===== config.mk =====
export PLATFORM = sky130hd
export DESIGN_NAME = jk_mod_counter_flat
export DESIGN_NICKNAME = d
export VERILOG_FILES = /design/src/rtl/jk_pkg.sv /design/src/rtl/jk_mod_counter_if.sv /design/src/rtl/jk_cell.sv /design/src/rtl/jk_mod_counter.sv /design/src/flat_wrapper.sv
export SDC_FILE = /design/constraint.sdc
export NUM_CORES = 1
export LEC_CHECK = 0
export ABC_AREA = 1
export BUFFER_PORTS_ARGS = -buffer_cell sky130_fd_sc_hd__buf_2
export CORE_AREA = 2 2 39 41
export DETAILED_ROUTE_END_ITERATION = 6
export DIE_AREA = 0 0 41 43
export GPL_ROUTABILITY_DRIVEN = 0
export PLACE_DENSITY = 0.64
export SYNTH_ARGS = -nofsm -noshare
export SYNTH_HDL_FRONTEND = slang
export SYNTH_SLANG_ARGS = --single-unit

===== constraint.sdc =====
create_clock -name clk -period 2.06 [get_ports clk]
set_input_delay 0.206 -clock clk [delete_from_list [all_inputs] [get_ports clk]]
set_output_delay 0.206 -clock clk [all_outputs]
set_load 0.02 [all_outputs]

===== src/rtl/jk_pkg.sv =====
// rtl/jk_pkg.sv - JK mode encodings and next-state/drive helpers shared by the JK cell and counter
package jk_pkg;

    typedef enum logic [1:0] {
        JK_HOLD   = 2'b00,
        JK_RESET  = 2'b01,
        JK_SET    = 2'b10,
        JK_TOGGLE = 2'b11
    } jk_mode_e;

    function automatic logic jk_next(input logic q, input logic j, input logic k);
        case (jk_mode_e'({j, k}))
            JK_HOLD:   return q;
            JK_RESET:  return 1'b0;
            JK_SET:    return 1'b1;
            JK_TOGGLE: return ~q;
            default:   return q;
        endcase
    endfunction

    // Set or reset only where the bit differs from the target; matching bits hold.
    function automatic logic [1:0] jk_drive(input logic q, input logic d);
        return {d & ~q, ~d & q};
    endfunction

endpackage


===== src/rtl/jk_mod_counter_if.sv =====
// rtl/jk_mod_counter_if.sv - Command/status bundle of the JK modulo counter
interface jk_mod_counter_if #(
    parameter int WIDTH = 4
);
    logic             en;
    logic             up;
    logic             load;
    logic [WIDTH-1:0] load_val;
    logic [WIDTH-1:0] count;
    logic             tc;
    logic             wrap;

    modport master (
        output en, up, load, load_val,
        input  count, tc, wrap
    );

    modport slave (
        input  en, up, load, load_val,
        output count, tc, wrap
    );
endinterface


===== src/rtl/jk_cell.sv =====
// rtl/jk_cell.sv - Single JK flip-flop with asynchronous active-low clear
module jk_cell
    import jk_pkg::*;
(
    input  logic clk,
    input  logic rst_n,
    input  logic i_j,
    input  logic i_k,
    output logic o_q,
    output logic o_qbar
);

    logic r_q;

    always_ff @(posedge clk or negedge rst_n) begin
        if (!rst_n) begin
            r_q <= 1'b0;
        end else begin
            r_q <= jk_next(r_q, i_j, i_k);
        end
    end

    assign o_q    = r_q;
    assign o_qbar = ~r_q;

endmodule


===== src/rtl/jk_mod_counter.sv =====
// rtl/jk_mod_counter.sv - Modulo-N up/down counter built from JK cells
// JK_MOD_COUNTER_SAT_EN: saturate at the ends of the range instead of wrapping.
module jk_mod_counter
    import jk_pkg::*;
#(
    parameter int WIDTH  = 4,
    parameter int MODULO = 10
) (
    input  logic             clk,
    input  logic             rst_n,
    jk_mod_counter_if.slave  bus
);

    localparam logic [WIDTH-1:0] MAX_VAL    = WIDTH'(MODULO - 1);
    localparam bit               FULL_RANGE = (MODULO == (1 << WIDTH));

    logic [WIDTH-1:0] w_q;
    logic [WIDTH-1:0] w_qbar;
    logic [WIDTH-1:0] w_j;
    logic [WIDTH-1:0] w_k;
    logic [WIDTH-1:0] w_toggle;
    logic [WIDTH-1:0] w_target;
    logic             w_drive_target;
    logic             w_term;
    logic             r_wrap;

    for (genvar gi = 0; gi < WIDTH; gi++) begin : g_cell
        jk_cell u_cell (
            .clk    (clk),
            .rst_n  (rst_n),
            .i_j    (w_j[gi]),
            .i_k    (w_k[gi]),
            .o_q    (w_q[gi]),
            .o_qbar (w_qbar[gi])
        );
    end

    // Bit i toggles when every lower bit is 1 (counting up) or 0 (counting down).
    always_comb begin
        logic v_carry;
        v_carry  = 1'b1;
        w_toggle = '0;
        for (int i = 0; i < WIDTH; i++) begin
            w_toggle[i] = v_carry;
            v_carry     = v_carry & (bus.up ? w_q[i] : w_qbar[i]);
        end
    end

    assign w_term = bus.en & ~bus.load & (bus.up ? (w_q == MAX_VAL) : (w_q == '0));

    always_comb begin
        w_j            = '0;
        w_k            = '0;
        w_target       = '0;
        w_drive_target = 1'b0;
        if (bus.load) begin
            w_drive_target = 1'b1;
            w_target       = (bus.load_val > MAX_VAL) ? MAX_VAL : bus.load_val;
        end else if (bus.en) begin
`ifdef JK_MOD_COUNTER_SAT_EN
            if (!w_term) begin
                w_j = w_toggle;
                w_k = w_toggle;
            end
`else
            // A full-range counter wraps through the toggle rule on its own.
            if (w_term && !FULL_RANGE) begin
                w_drive_target = 1'b1;
                w_target       = bus.up ? '0 : MAX_VAL;
            end else begin
                w_j = w_toggle;
                w_k = w_toggle;
            end
`endif
        end
        if (w_drive_target) begin
            for (int i = 0; i < WIDTH; i++) begin
                {w_j[i], w_k[i]} = jk_drive(w_q[i], w_target[i]);
            end
        end
    end

    always_ff @(posedge clk or negedge rst_n) begin
        if (!rst_n) begin
            r_wrap <= 1'b0;
        end else begin
`ifdef JK_MOD_COUNTER_SAT_EN
            r_wrap <= 1'b0;
`else
            r_wrap <= w_term;
`endif
        end
    end

    assign bus.count = w_q;
    assign bus.tc    = w_term;
    assign bus.wrap  = r_wrap;

endmodule


===== src/flat_wrapper.sv =====
// flat-port wrapper written by rule: the top's interface ports become plain ports
module jk_mod_counter_flat import jk_pkg::*;
#(
    parameter int WIDTH  = 4,
    parameter int MODULO = 10
)
  (clk, rst_n, bus_en, bus_up, bus_load, bus_load_val, bus_count, bus_tc, bus_wrap);
  jk_mod_counter_if #(.WIDTH(WIDTH)) bus_i ();
  input  logic clk;
  input  logic rst_n;
  input wire logic [$bits(bus_i.en)-1:0] bus_en;
  input wire logic [$bits(bus_i.up)-1:0] bus_up;
  input wire logic [$bits(bus_i.load)-1:0] bus_load;
  input wire logic [$bits(bus_i.load_val)-1:0] bus_load_val;
  output wire logic [$bits(bus_i.count)-1:0] bus_count;
  output wire logic [$bits(bus_i.tc)-1:0] bus_tc;
  output wire logic [$bits(bus_i.wrap)-1:0] bus_wrap;
  assign bus_i.en = bus_en;
  assign bus_i.up = bus_up;
  assign bus_i.load = bus_load;
  assign bus_i.load_val = bus_load_val;
  assign bus_count = bus_i.count;
  assign bus_tc = bus_i.tc;
  assign bus_wrap = bus_i.wrap;
  jk_mod_counter #(.WIDTH(WIDTH), .MODULO(MODULO)) u_core (.clk(clk), .rst_n(rst_n), .bus(bus_i));
endmodule

==> out/summary.json <==
{
  "worst_setup_path_end_kind": {"value": "primary output"},
  "number_of_violations_of_the_max_capacitance_limit": {"value": 0},
  "cts.repair_timing.setup_buffer_count": {"value": 0},
  "holdCritPathClass": {"value": "input port to flip-flop"},
  "clock_latency_on_the_worst_skew_pair": {"value": 240, "unit": "ps"},
  "final_cell_count_without_fillers": {"value": 87},
  "critical_path_type": {"value": "flip-flop to primary output"},
  "grt_first_pass_wirelength": {"value": 1500, "unit": "um"},
  "diodes": {"value": 0},
  "cp.depth": {"value": 4},
  "ys_ff_latch": {"value": 5},
  "fp.dieArea": {"value": 0.00176, "unit": "mm2"},
  "max_stage_delay": {"value": 420, "unit": "ps"},
  "critical_path_buf_inv_count": {"value": 1},
  "cells_after_synthesis": {"value": 57},
  "final_layout_size_suffix_gt1_frac": {"value": 0.451},
  "vias_post_dr": {"value": 391},
  "cts_root_buf": {"value": "clkbuf_4"},
  "drc_errors": {"value": 0},
  "hpwl": {"value": 799, "unit": "um"},
  "detailedRoute.firstIterationViolations": {"value": 4},
  "critical-path-top-delay-family": {"value": "simple AND/OR/NAND/NOR gates"},
  "drt_wl_total": {"value": 898, "unit": "um"},
  "groute.usage.overall": {"value": 0.127},
  "clk_pin_slew": {"value": 40, "unit": "ps"},
  "max_slew.worst_pin.slew": {"value": 239, "unit": "ps"},
  "total_leakage_power": {"value": 0.284, "unit": "nW"},
  "groute.layer.met3.usage": {"value": 0.0366},
  "final_nets": {"value": 81},
  "max_freq": {"value": 647, "unit": "MHz"},
  "first_global_vias": {"value": 373},
  "syn2layout_area_growth": {"value": 18.6, "unit": "%"},
  "synth-adder-area-share": {"value": 0},
  "reg2regPathDepth": {"value": 7},
  "period_minus_slack": {"value": 1550, "unit": "ps"},
  "synth_area_leaders": {"value": "dfrtp_1 27%, nand2_1 9.0%, buf_4 6.6%"},
  "grt_antenna_before_repair": {"value": 0},
  "dpl.cell_count": {"value": 82},
  "grt_setup_unrepaired": {"value": "no"},
  "clock_tree_from_tritoncts": {"value": "done"},
  "die_w": {"value": 41, "unit": "um"},
  "clkSinkCount": {"value": 5},
  "ys_seq_area_frac": {"value": 0.274},
  "dr.pass1.iters": {"value": 2},
  "synth_top_cell_by_area": {"value": "dfrtp_1"},
  "worstPathCellList": {"value": "nor2_1, nand2_2, nor3_4, buf_2"},
  "proportion_of_synthesized_area_in_mux_cells": {"value": 0},
  "syn-mean-instance-area": {"value": 8.01, "unit": "um2"},
  "grt_remaining_overflow": {"value": 0},
  "relSlewSlack": {"value": 0.839},
  "grt_util_met2": {"value": 0.181},
  "synth_compound_gate_area_share": {"value": 0.0712},
  "netlist-cell-type-count": {"value": 22},
  "syn_area": {"value": 457, "unit": "um2"},
  "min_path_cells": {"value": 3},
  "finalSetupViolCount": {"value": 0},
  "gr-max-usage-layer": {"value": "met2"},
  "yosys.area_share.simple": {"value": 0.458},
  "clk_path_buf_depth": {"value": 2},
  "critPathSlowestCell": {"value": "dfrtp_1"},
  "finClkSkew": {"value": 1.84, "unit": "ps"},
  "drtAntennaViolNets": {"value": 0},
  "design.portCount": {"value": 15},
  "crit_path_start_kind": {"value": "flip-flop"},
  "core.rowCount": {"value": 14},
  "yosysTopAreaCellShare": {"value": 0.274},
  "die_h": {"value": 43, "unit": "um"},
  "slew_viol_final": {"value": 0},
  "n_fill_cell": {"value": 162},
  "detail_route.vias_per_cell": {"value": 4.49},
  "finalHoldViolCount": {"value": 0},
  "core-area": {"value": 0.00138, "unit": "mm2"},
  "port_buffers": {"value": 14},
  "wire_length_per_cell_after_detailed_routing": {"value": 10.3, "unit": "um"},
  "critPathRequiredTime": {"value": 1850, "unit": "ps"},
  "power-per-cell-area": {"value": 720, "unit": "mW/mm2"},
  "synthesized_net_count": {"value": 66},
  "ir_worst_vdd": {"value": 0.259, "unit": "mV"},
  "final_min_period_over_clock_period": {"value": 0.750},
  "totalNegativeSetupSlack": {"value": 0, "unit": "ps"},
  "run_status": {"value": "complete, no violations"},
  "grt_use_met1": {"value": 0.168},
  "cts-buffers-inserted": {"value": 3},
  "synth_xor_area_frac": {"value": 0.0575},
  "grt_start_max_net_pins": {"value": 7},
  "worstPathArrival": {"value": 1340, "unit": "ps"},
  "yosysWarningCount": {"value": 0},
  "htree_num_levels": {"value": 1},
  "start_util": {"value": 0.330},
  "synth_top_family_by_area": {"value": "simple AND/OR/NAND/NOR gates"},
  "worstPathMaxFanout": {"value": 5}
}
[Yosys cell counts (all sizes together)]
cell type and instances:
nand3 6, a21o 1, nand4 1, o21ai 4, a21oi 1, nor3 1, inv 6, xnor2 2
xor2 1, nor2 8, buf 5, dfrtp 5, nand2 16
[per-stage QoR]
stage	hold slack, ps	util	total power [mW]	setup WS, ps	instance area (um2)
5_1_grt	202	0.392	0.417	428	542
3_3_place_gp	27.5	0.365	0.279	788	505
2_1_floorplan	-89.6	-	0.258	758	457
4_1_cts	183	0.392	0.399	500	542
6_report	186	0.392	0.390	514	542
3_5_place_dp	29.5	0.365	0.281	758	505
[cell usage in the layout (no fill, tap or decap), drive strengths merged]
cell type,count
xnor2,2
nand3,6
nor3,1
clkbuf,4
inv,6
nor2,8
nand2,16
a21oi,1
dfrtp,5
buf,14
o21ai,4
xor2,1
nand4,1
dlygate4sd3,1
a21o,1
[cell type report]
| cell class | instances | area, um2 | share of cell area |
|---|---|---|---|
| Inverter | 6 | 22.5 | 0.0416 |
| Multi-Input combinational cell | 41 | 268 | 0.494 |
| Tap cell | 16 | 20.0 | 0.0370 |
| Sequential cell | 5 | 125 | 0.231 |
| Timing Repair Buffer | 15 | 80.1 | 0.148 |
| Clock buffer | 4 | 26.3 | 0.0485 |
[cells by family (layout without fill, tap and decap cells)]
group,count (synthesis),after routing
and+or+nand+nor,32,32
buffers and inverters,11,25
AOI/OAI and AO/OA,6,6
DFF,5,5
xor gates and xnor gates,3,3
[per-layer routing]
layer / wire length (um) / share of wire
met1: 384 / 0.43
met4: 0 / 0
met2: 462 / 0.51
met3: 51 / 0.057
met5: 0 / 0
[flip-flops by register name, summed over array words and instances (netlist names)]
signal,flops
u_core.g_cell.u_cell.o_q,4
u_core.bus.wrap,1
[what timing repair did]
item	in CTS	in global routing
endpoints found under the setup margin	0	0
endpoints found under the hold margin	5	0
hold buffers	1	0
resized for setup	0	0
[power by group]
| group | switching (mW) | internal [mW] | total [mW] |
|---|---|---|---|
| combinational | 0.0985 | 0.0554 | 0.154 |
| sequential | 0.0150 | 0.111 | 0.126 |
| clock | 0.0375 | 0.0731 | 0.111 |
[worst paths after layout]
check | start | to | slack, ps
worst max register to register | u_core.g_cell[1].u_cell.o_q$_DFFE_PN0P_ | u_core.g_cell[2].u_cell.o_q$_DFFE_PN0P_ | 790
worst min register to register | u_core.g_cell[3].u_cell.o_q$_DFFE_PN0P_ | u_core.g_cell[3].u_cell.o_q$_DFFE_PN0P_ | 660
worst max-delay path | u_core.g_cell[1].u_cell.o_q$_DFFE_PN0P_ | bus_tc | 510
worst min-delay path | bus_load_val[2] | u_core.g_cell[2].u_cell.o_q$_DFFE_PN0P_ | 190
min in group asynchronous | rst_n | u_core.g_cell[0].u_cell.o_q$_DFFE_PN0P_ | 310
max in group asynchronous | rst_n | u_core.g_cell[1].u_cell.o_q$_DFFE_PN0P_ | 1610
[tightest hold or removal path: cells and delay by family]
kind | cells | cell delay [ps]
AND/OR/NAND/NOR | 2 | 100
buffers and inverters | 1 | 80
Note: power is estimated with default switching activity, not from simulation.
